### config.mk
export PLATFORM = sky130hd
export DESIGN_NAME = muldiv_unit
export DESIGN_NICKNAME = d
export VERILOG_FILES = /design/src/rtl/muldiv_unit.sv
export SDC_FILE = /design/constraint.sdc
export NUM_CORES = 1
export LEC_CHECK = 0
export CAP_MARGIN = 20
export CORE_MARGIN = 3
export CORE_UTILIZATION = 58
export DETAILED_ROUTE_END_ITERATION = 7
export GPL_TIMING_DRIVEN = 0
export HOLD_SLACK_MARGIN = 0.02
export PLACE_DENSITY_LB_ADDON = 0.2
export SETUP_SLACK_MARGIN = 0.15
export SLEW_MARGIN = 20
export SYNTH_ARGS = -nofsm -noshare
export SYNTH_HDL_FRONTEND = slang
export SYNTH_SLANG_ARGS = --single-unit
### constraint.sdc
create_clock -name clk -period 3.6 [get_ports clk]
set_clock_uncertainty 0.05 [all_clocks]
set_input_delay 0.72 -clock clk [delete_from_list [all_inputs] [get_ports clk]]
set_output_delay 0.72 -clock clk [all_outputs]
set_load 0.01 [all_outputs]
### src/rtl/muldiv_unit.sv
// Iterative multiply/divide unit with architectural HI/LO registers for the EX stage.
// Radix-2 shift-add multiply and restoring divide on operand magnitudes, sign-fixed in a final cycle.
module muldiv_unit #(
  parameter int WIDTH = 32
) (
  input  logic             clk,
  input  logic             reset,
  input  logic             issue_valid,
  output logic             issue_ready,
  input  logic [5:0]       Funct,
  input  logic [WIDTH-1:0] op_a,
  input  logic [WIDTH-1:0] op_b,
  input  logic             flush,
  output logic             busy,
  output logic             done,
  output logic [WIDTH-1:0] hi,
  output logic [WIDTH-1:0] lo,
  output logic [WIDTH-1:0] rdata
);

  localparam int CW = $clog2(WIDTH + 1);

  typedef enum logic [1:0] {
    S_IDLE = 2'd0,
    S_RUN  = 2'd1,
    S_FIX  = 2'd2
  } state_t;

  state_t           state_q, state_d;
  logic [CW-1:0]    cnt_q, cnt_d;
  logic             op_div_q, op_div_d;
  logic             neg_q, neg_d;
  logic             a_neg_q, a_neg_d;
  logic             dz_q, dz_d;
  logic             done_q, done_d;
  logic [WIDTH-1:0] acc_hi_q, acc_hi_d;
  logic [WIDTH-1:0] acc_lo_q, acc_lo_d;
  logic [WIDTH-1:0] b_q, b_d;
  logic [WIDTH-1:0] hi_q, hi_d;
  logic [WIDTH-1:0] lo_q, lo_d;

  logic             accept, is_md, is_mthi, is_mtlo, sgn;
  logic [WIDTH:0]   mul_sum;
  logic [WIDTH:0]   div_sh;
  logic [WIDTH+1:0] div_diff;
  logic             div_unused;
  logic [2*WIDTH-1:0] prod, prod_fix;

  function automatic logic [WIDTH-1:0] mag(input logic [WIDTH-1:0] v, input logic s);
    return (s && v[WIDTH-1]) ? -v : v;
  endfunction

  function automatic logic [WIDTH-1:0] cond_neg(input logic [WIDTH-1:0] v, input logic n);
    return n ? -v : v;
  endfunction

  assign busy        = (state_q != S_IDLE);
  assign issue_ready = !busy;
  assign done        = done_q;
  assign hi          = hi_q;
  assign lo          = lo_q;
  assign rdata       = (Funct == 6'h10) ? hi_q : (Funct == 6'h12) ? lo_q : '0;

  assign accept  = issue_valid && issue_ready && !flush;
  assign is_md   = (Funct[5:2] == 4'b0110);
  assign is_mthi = (Funct == 6'h11);
  assign is_mtlo = (Funct == 6'h13);
  assign sgn     = !Funct[0];

  // Multiply step adds the multiplicand when the multiplier LSB is set; divide step trial-subtracts.
  assign mul_sum    = {1'b0, acc_hi_q} + (acc_lo_q[0] ? {1'b0, b_q} : '0);
  assign div_sh     = {acc_hi_q, acc_lo_q[WIDTH-1]};
  assign div_diff   = {1'b0, div_sh} - {2'b00, b_q};
  assign div_unused = div_diff[WIDTH];
  assign prod       = {acc_hi_q, acc_lo_q};
  assign prod_fix   = neg_q ? -prod : prod;

  always_comb begin
    state_d  = state_q;
    cnt_d    = cnt_q;
    op_div_d = op_div_q;
    neg_d    = neg_q;
    a_neg_d  = a_neg_q;
    dz_d     = dz_q;
    done_d   = 1'b0;
    acc_hi_d = acc_hi_q;
    acc_lo_d = acc_lo_q;
    b_d      = b_q;
    hi_d     = hi_q;
    lo_d     = lo_q;
    case (state_q)
      S_IDLE: begin
        if (accept) begin
          if (is_md) begin
            a_neg_d  = sgn & op_a[WIDTH-1];
            neg_d    = (sgn & op_a[WIDTH-1]) ^ (sgn & op_b[WIDTH-1]);
            op_div_d = Funct[1];
            dz_d     = (op_b == '0);
            acc_hi_d = '0;
            acc_lo_d = mag(op_a, sgn);
            b_d      = mag(op_b, sgn);
            cnt_d    = CW'(WIDTH);
            state_d  = S_RUN;
          end else if (is_mthi) begin
            hi_d = op_a;
          end else if (is_mtlo) begin
            lo_d = op_a;
          end
        end
      end
      S_RUN: begin
        if (flush) begin
          state_d = S_IDLE;
        end else begin
          if (op_div_q) begin
            if (!div_diff[WIDTH+1]) begin
              acc_hi_d = div_diff[WIDTH-1:0];
              acc_lo_d = {acc_lo_q[WIDTH-2:0], 1'b1};
            end else begin
              acc_hi_d = div_sh[WIDTH-1:0];
              acc_lo_d = {acc_lo_q[WIDTH-2:0], 1'b0};
            end
          end else begin
            acc_hi_d = mul_sum[WIDTH:1];
            acc_lo_d = {mul_sum[0], acc_lo_q[WIDTH-1:1]};
          end
          cnt_d = cnt_q - CW'(1);
          if (cnt_q == CW'(1)) state_d = S_FIX;
        end
      end
      S_FIX: begin
        state_d = S_IDLE;
        if (!flush) begin
          done_d = 1'b1;
          if (op_div_q) begin
            // Divide by zero leaves the raw dividend in the remainder; only the quotient needs forcing.
            lo_d = dz_q ? '1 : cond_neg(acc_lo_q, neg_q);
            hi_d = cond_neg(acc_hi_q, a_neg_q);
          end else begin
            hi_d = prod_fix[2*WIDTH-1:WIDTH];
            lo_d = prod_fix[WIDTH-1:0];
          end
        end
      end
      default: state_d = S_IDLE;
    endcase
  end

  always_ff @(posedge clk or negedge reset) begin
    if (!reset) begin
      state_q  <= S_IDLE;
      cnt_q    <= '0;
      op_div_q <= 1'b0;
      neg_q    <= 1'b0;
      a_neg_q  <= 1'b0;
      dz_q     <= 1'b0;
      done_q   <= 1'b0;
      acc_hi_q <= '0;
      acc_lo_q <= '0;
      b_q      <= '0;
      hi_q     <= '0;
      lo_q     <= '0;
    end else begin
      state_q  <= state_d;
      cnt_q    <= cnt_d;
      op_div_q <= op_div_d;
      neg_q    <= neg_d;
      a_neg_q  <= a_neg_d;
      dz_q     <= dz_d;
      done_q   <= done_d;
      acc_hi_q <= acc_hi_d;
      acc_lo_q <= acc_lo_d;
      b_q      <= b_d;
      hi_q     <= hi_d;
      lo_q     <= lo_d;
    end
  end

endmodule

==> results of run 1 <==
timing repair:
item	in CTS	in global routing
pin swaps	8	37
setup buffers	6	18
hold buffers	0	0
gates resized for setup	96	75
cloned	0	0
endpoints found under the setup margin	86	58
endpoints found under the hold margin	0	0
registers in the layout (all words and copies together) (netlist names), 2 cells and up:
| register | flops |
|---|---|
| acc_lo_q | 32 |
| b_q | 32 |
| lo | 32 |
| hi | 32 |
| acc_hi_q | 32 |
| state_q | 2 |
| cnt_q | 6 |
critical path, delay by kind of cell (launching register included):
| family | cells | cell delay (ns) |
|---|---|---|
| muxes | 1 | 0.21 |
| DFF | 1 | 0.50 |
| adders and majority gates | 1 | 0.36 |
| buffers and inverters | 2 | 0.28 |
| and+or+nand+nor | 3 | 0.45 |
| AOI/OAI and AO/OA | 7 | 1.47 |
layout make-up:
| class | instances | share of cell area [%] |
|---|---|---|
| repair buffers | 194 | 10.2 |
| flip-flops and latches | 173 | 23.7 |
| clock inverters | 14 | 0.792 |
| plain buffers | 121 | 2.91 |
| well taps | 330 | 2.25 |
| clock buffers | 18 | 2.40 |
| inverters | 64 | 1.33 |
| multi-input cells | 1608 | 56.4 |
power by group through the flow:
stage	combinational, mW	sequential, mW	clock (mW)
after floorplan	3.66	2.71	0
after global placement	4.97	2.84	0
after detailed placement	5.08	2.86	0
after CTS	5.30	2.82	1.86
after global routing	6.17	2.90	1.94
final	5.70	2.86	1.88
routing by layer:
| metal | up-vias | share of wire (%) |
|---|---|---|
| met1 | 7605 | 37 |
| met2 | 1027 | 47 |
| met5 | - | 0 |
| li1 | 7413 | - |
| met3 | 263 | 9.3 |
| met4 | 0 | 7.3 |
worst paths after layout:
| check | end | slack (ns) | depth (start not counted) |
|---|---|---|---|
| max in group asynchronous | acc_hi_q[6] | 2.43 | 2 |
| min in group clk | b_q[13] | 0.43 | 2 |
| min | lo[3] | 0.19 | 1 |
| min reg2reg | b_q[13] | 0.43 | 2 |
| max | acc_hi_q[30] | 0.11 | 14 |
| max reg2reg | acc_hi_q[30] | 0.11 | 14 |
kinds of logic (layout without fill, tap and decap cells):
kind of cell	Yosys count	count (layout)	synth area share, %
simple gates	666	666	20.0
buf+inv	185	411	4.67
flops	173	173	29.0
compound gates	610	610	24.3
mux	87	87	5.83
xor+xnor	173	173	10.1
fa+ha+maj	72	72	6.13
cell usage after synthesis, types with 3 or more instances:
cell / instances / area [um^2]
a211oi_1: 18 / 135
a21o_1: 28 / 210
a21oi_1: 118 / 591
a221o_1: 4 / 40.0
a221oi_1: 4 / 35.0
a22oi_1: 21 / 158
a31o_2: 7 / 61.3
a31oi_1: 10 / 62.6
and2_1: 6 / 37.5
and3_1: 7 / 43.8
buf_1: 16 / 60.1
buf_2: 3 / 15.0
clkbuf_1: 102 / 383
dfrtp_1: 173 / 4330
ha_1: 70 / 876
inv_1: 64 / 240
mux2i_1: 86 / 861
nand2_1: 287 / 1080
nand2b_1: 22 / 138
nand3_1: 24 / 120
nand3b_1: 3 / 22.5
nand4_1: 10 / 62.6
nor2_1: 187 / 702
nor2b_1: 10 / 62.6
nor3_1: 31 / 155
nor3b_1: 3 / 22.5
nor4_1: 20 / 125
o211ai_1: 14 / 105
o21a_1: 13 / 97.6
o21ai_0: 269 / 1350
o21bai_1: 6 / 45.0
o221ai_1: 6 / 52.6
o22ai_1: 34 / 213
o31ai_1: 25 / 188
o41ai_1: 9 / 78.8
or2_2: 14 / 87.6
or3_1: 19 / 119
or4_1: 13 / 97.6
xnor2_1: 121 / 1060
xor2_1: 52 / 455
==> impl_metrics.json, run 1 <==
{
  "status": "complete, no violations",
  "drc": 0,
  "cts.sinks": 173,
  "register_area_um2": 4340,
  "rows": 58,
  "layout_common_cells": "nand2_1, o21ai_0, nor2_1",
  "drv_cap": 0,
  "period_share_pct": 97.0,
  "dp_hpwl_um": 42200,
  "numPortBuffers": 169,
  "ys_warn_count": 0,
  "crit_path_start": "acc_lo_q[0]",
  "core-area_um2": 25300,
  "fin_cells": 2522,
  "vias_per_cell": 6.47,
  "synth_cells": 1966,
  "path_clk_slew_ns": 0.08,
  "gp_congestion": 1.08,
  "numCtsBuffers": 17,
  "hp-class": "primary input to asynchronous set/reset pin",
  "num_vias": 16308,
  "clock_path_buffers": 2,
  "synthFlopType": "dfrtp_1",
  "slowest_stage": "dfrtp_2",
  "fin_nets": 2325,
  "wl_per_cell_um": 21.9,
  "power.total_mw": 10.4,
  "place_worst_setup_slack_ns": -0.918,
  "finalMaxSlewViolations": 0,
  "path_cells": "inv_4 > buf_8 > nor2_2 > ha_1 > o21ai_2 > o211ai_1 > nand2_1 > o22ai_4 > a41oi_4 > o31ai_4 > nand4_1 > a31oi_2 > mux2i_1 > a22oi_1",
  "use_met2_pct": 65.2,
  "p_leak_nw": 7.83,
  "use_met1_pct": 45.9,
  "grt_util_met3_pct": 6.31,
  "worstPathArrival_ns": 3.73,
  "first_iter_violations": 2104,
  "netlist_area_um2": 14900,
  "ys_seq_area_share_pct": 29.0,
  "chipWidth_um": 167,
  "dr.pass1.iters": 6,
  "ant_nets": 0,
  "sw_frac_of_total_pct": 46.1,
  "setup_violations": 0,
  "layout_setup_ws_ns": 0.107,
  "fillers": 2052,
  "fp.dieArea_um2": 27700,
  "fmax_mhz": 286,
  "grt-busiest-layer": "met2",
  "drt-total-wl_um": 55200,
  "fin_setup_tns_ns": 0,
  "clockRootBuffer": "clkbuf_16",
  "die_y_um": 167,
  "grt_use_total_pct": 38.5,
  "syn_nets": 2112,
  "grt_pass1_vias": 15531,
  "synthToLayoutAreaGrowth_pct": 22.5,
  "grt_pass1_wl_um": 85700,
  "relSlewSlack_pct": 27.0,
  "antenna_found_initial": 0,
  "cts_tree": "yes",
  "ios": 173,
  "ir_worst_vdd_uv": 304,
  "path_class": "flop to flop",
  "power_frac_seq_pct": 27.4,
  "power.share.clock_pct": 18.0,
  "fin_util_pct": 72.5,
  "synth_edf_count": 0,
  "r2r_start": "acc_lo_q[0]",
  "critical-path-max-stage-delay_ns": 0.50,
  "insertedDiodeCount": 0,
  "layout_commonest_cell": "nand2_1",
  "critPathLaunchType": "flop",
  "grt_max_degree": 90,
  "hold_viol": 0,
  "power_switching_mw": 4.81,
  "crit_required_ns": 3.84,
  "synth.distinct_cells": 66,
  "pwr-share-comb_pct": 54.6,
  "clk_latency_ns": 0.45,
  "hold_slack_ns": 0.186,
  "syn_area_per_cell_um2": 7.60,
  "initial_core_util_pct": 59.2,
  "final_area_um2": 18300,
  "worst-path-max-fanout": 8,
  "multiInputGateArea_um2": 10300,
  "ys_async_sr_fraction_pct": 100,
  "max_slew.worst_pin.slew_ns": 1.09,
  "p_per_area_nw_per_um2": 570,
  "dp_cells": 2466,
  "finalCriticalPeriod_ns": 3.49,
  "ctsHtreeMaxLevel": 4,
  "drive_above_1_share_pct": 8.12,
  "place_area_um2": 17100,
  "end_kind": "flop",
  "gr-total-overflow": 0,
  "p_int_mw": 5.62,
  "ys_ff_latch": 173,
  "rsz0062_at_grt": "no"
}
Note: power is estimated with default switching activity, not from simulation.
==> run 2: changes to the inputs <==
Settings changed: CORE_MARGIN 3 to 5, PLACE_DENSITY set to 0.81, PLACE_DENSITY_LB_ADDON 0.2 to not set.
==> impl_metrics.json, run 2 (same netlist as run 1, synthesis figures left out) <==
{
  "setup_violations": 0,
  "fin_nets": 2344,
  "status": "complete, no violations",
  "num_vias": 16582,
  "ctsHoldBuffers": 0,
  "die_y_um": 171,
  "crit_required_ns": 3.84,
  "numPortBuffers": 169,
  "reg2reg_depth": 14,
  "power.total_mw": 10.6,
  "fp.dieArea_um2": 29100,
  "rows": 58,
  "dr.pass1.iters": 6,
  "r2r_start": "b_q[1]",
  "grt_pass1_vias": 15826,
  "cts.sinks": 173,
  "clock_path_buffers": 2,
  "ant_nets": 0,
  "grt_use_total_pct": 37.8,
  "hold_viol": 0,
  "clockRootBuffer": "clkbuf_16",
  "drc": 0,
  "grt_max_degree": 88,
  "relSlewSlack_pct": 37.2,
  "p_per_area_nw_per_um2": 572,
  "chipWidth_um": 171,
  "drv_cap": 0,
  "worstPathArrival_ns": 3.83,
  "initial_core_util_pct": 59.2,
  "crit_family": "compound AO/OA/AOI/OAI gates",
  "ir_worst_vdd_uv": 295,
  "worst-path-max-fanout": 6,
  "period_share_pct": 99.7,
  "cts_tree": "yes",
  "layout_common_cells": "nand2_1, o21ai_0, nor2_1",
  "path_cells": "inv_1 > ha_1 > nor2b_2 > o31a_1 > o221a_2 > o21ai_2 > a211oi_2 > o2111ai_2 > a21oi_4 > buf_8 > buf_2 > buf_4 > mux2i_1 > o221ai_1",
  "max_slew.worst_pin.slew_ns": 0.942,
  "vias_per_cell": 6.53,
  "path_class": "flop to flop",
  "numCtsBuffers": 17,
  "grt_pass1_wl_um": 86500,
  "finalMaxSlewViolations": 0,
  "insertedDiodeCount": 0,
  "fmax_mhz": 279,
  "wl_per_cell_um": 22.8,
  "dp_hpwl_um": 43700,
  "path_buf_inv": 4,
  "synthToLayoutAreaGrowth_pct": 24.3,
  "r2r-end": "acc_hi_q[18]",
  "clk_latency_ns": 0.45,
  "ios": 173,
  "slowest_stage": "dfrtp_2",
  "hp-class": "primary input to asynchronous set/reset pin",
  "reg2reg_slack_ns": 0.01,
  "fin_setup_tns_ns": 0,
  "first_iter_violations": 2152,
  "antenna_found_initial": 0,
  "rsz0062_at_grt": "yes",
  "gr-total-overflow": 0,
  "core-area_um2": 25300,
  "drt-total-wl_um": 57800,
  "drive_above_1_share_pct": 9.23,
  "p_leak_nw": 8.19,
  "layout_commonest_cell": "nand2_1",
  "end_kind": "flop",
  "finalCriticalPeriod_ns": 3.59,
  "ctsHtreeMaxLevel": 4,
  "critPathLaunchType": "flop",
  "gp_congestion": 1.04,
  "path_clk_slew_ns": 0.09,
  "critical-path-max-stage-delay_ns": 0.43
}
==> run 2: cell count changes in the layout (fill, tap and decap cells not counted), moves of 5 or more <==
cell / change
dfrtp_2: +5
dfrtp_1: -5
ha_2: +7
buf_4: +20
dlygate4sd2_1: -22
dlymetal6s2s_1: +22
ha_1: -8
==> run 2: final cells by class <==
| cell class | instances | area (um^2) |
|---|---|---|
| fill | 2039 | 6680 |
| tap | 330 | 413 |
| buffer | 120 | 532 |
| clock buffer | 18 | 439 |
| clock inverter | 14 | 145 |
| timing repair buffer | 214 | 2120 |
| sequential | 173 | 4340 |
| multi-input combinational | 1608 | 10300 |
| inverter | 64 | 245 |
==> run 2: how the worst max path moves through the flow <==
stage           startpoint           end  depth (start not counted)
6_report            b_q[1]  acc_hi_q[18]                         14
5_1_grt        acc_hi_q[1]  acc_hi_q[18]                         13
4_1_cts            op_a[4]  acc_lo_q[28]                         11
3_5_place_dp   acc_lo_q[0]  acc_hi_q[30]                         14
3_3_place_gp         reset       b_q[28]                          1
2_1_floorplan  acc_lo_q[0]  acc_hi_q[30]                         14
==> run 2: layer usage <==
| metal | share of wire (%) | global-route usage [%] |
|---|---|---|
| met5 | 0 | 0 |
| met4 | 7.3 | 23.5 |
| met3 | 9.1 | 5.94 |
| met2 | 47 | 63.9 |
| met1 | 36 | 45.2 |
==> run 2: report_power, final <==
part | switching, mW | internal [mW] | leakage, nW | total (mW)
clock | 0.973 | 0.946 | 0.281 | 1.92
combinational | 3.41 | 2.46 | 5.64 | 5.87
sequential | 0.525 | 2.32 | 2.27 | 2.84
==> run 2: timing repair <==
action,4_1_cts,5_1_grt
setup buffers,8,35
gates resized for setup,70,109
cloned,0,1
pin swaps,9,40
endpoints found under the setup margin,91,72
==> run 2: worst register-to-register path: stages, from the launching register on <==
cell	delay (ns)
dfrtp_2	0.43
inv_1	0.09
ha_1	0.27
nor2b_2	0.17
o31a_1	0.28
o221a_2	0.26
o21ai_2	0.10
a211oi_2	0.35
o2111ai_2	0.26
a21oi_4	0.33
buf_8	0.18
buf_2	0.19
buf_4	0.15
mux2i_1	0.20
o221ai_1	0.13
==> run 2: metrics by stage <==
stage	hold WS (ns)	util [%]	instance area, um^2	setup WS (ns)	instances
3_5_place_dp	0.417	67.7	17100	-0.948	2466
3_3_place_gp	0.411	67.5	17100	-5.42	2465
4_1_cts	0.232	71.0	17900	0.150	2505
5_1_grt	0.265	73.6	18600	0.00765	2541
6_report	0.188	73.6	18600	0.0116	2541
2_1_floorplan	0.374	-	14900	0.342	1966
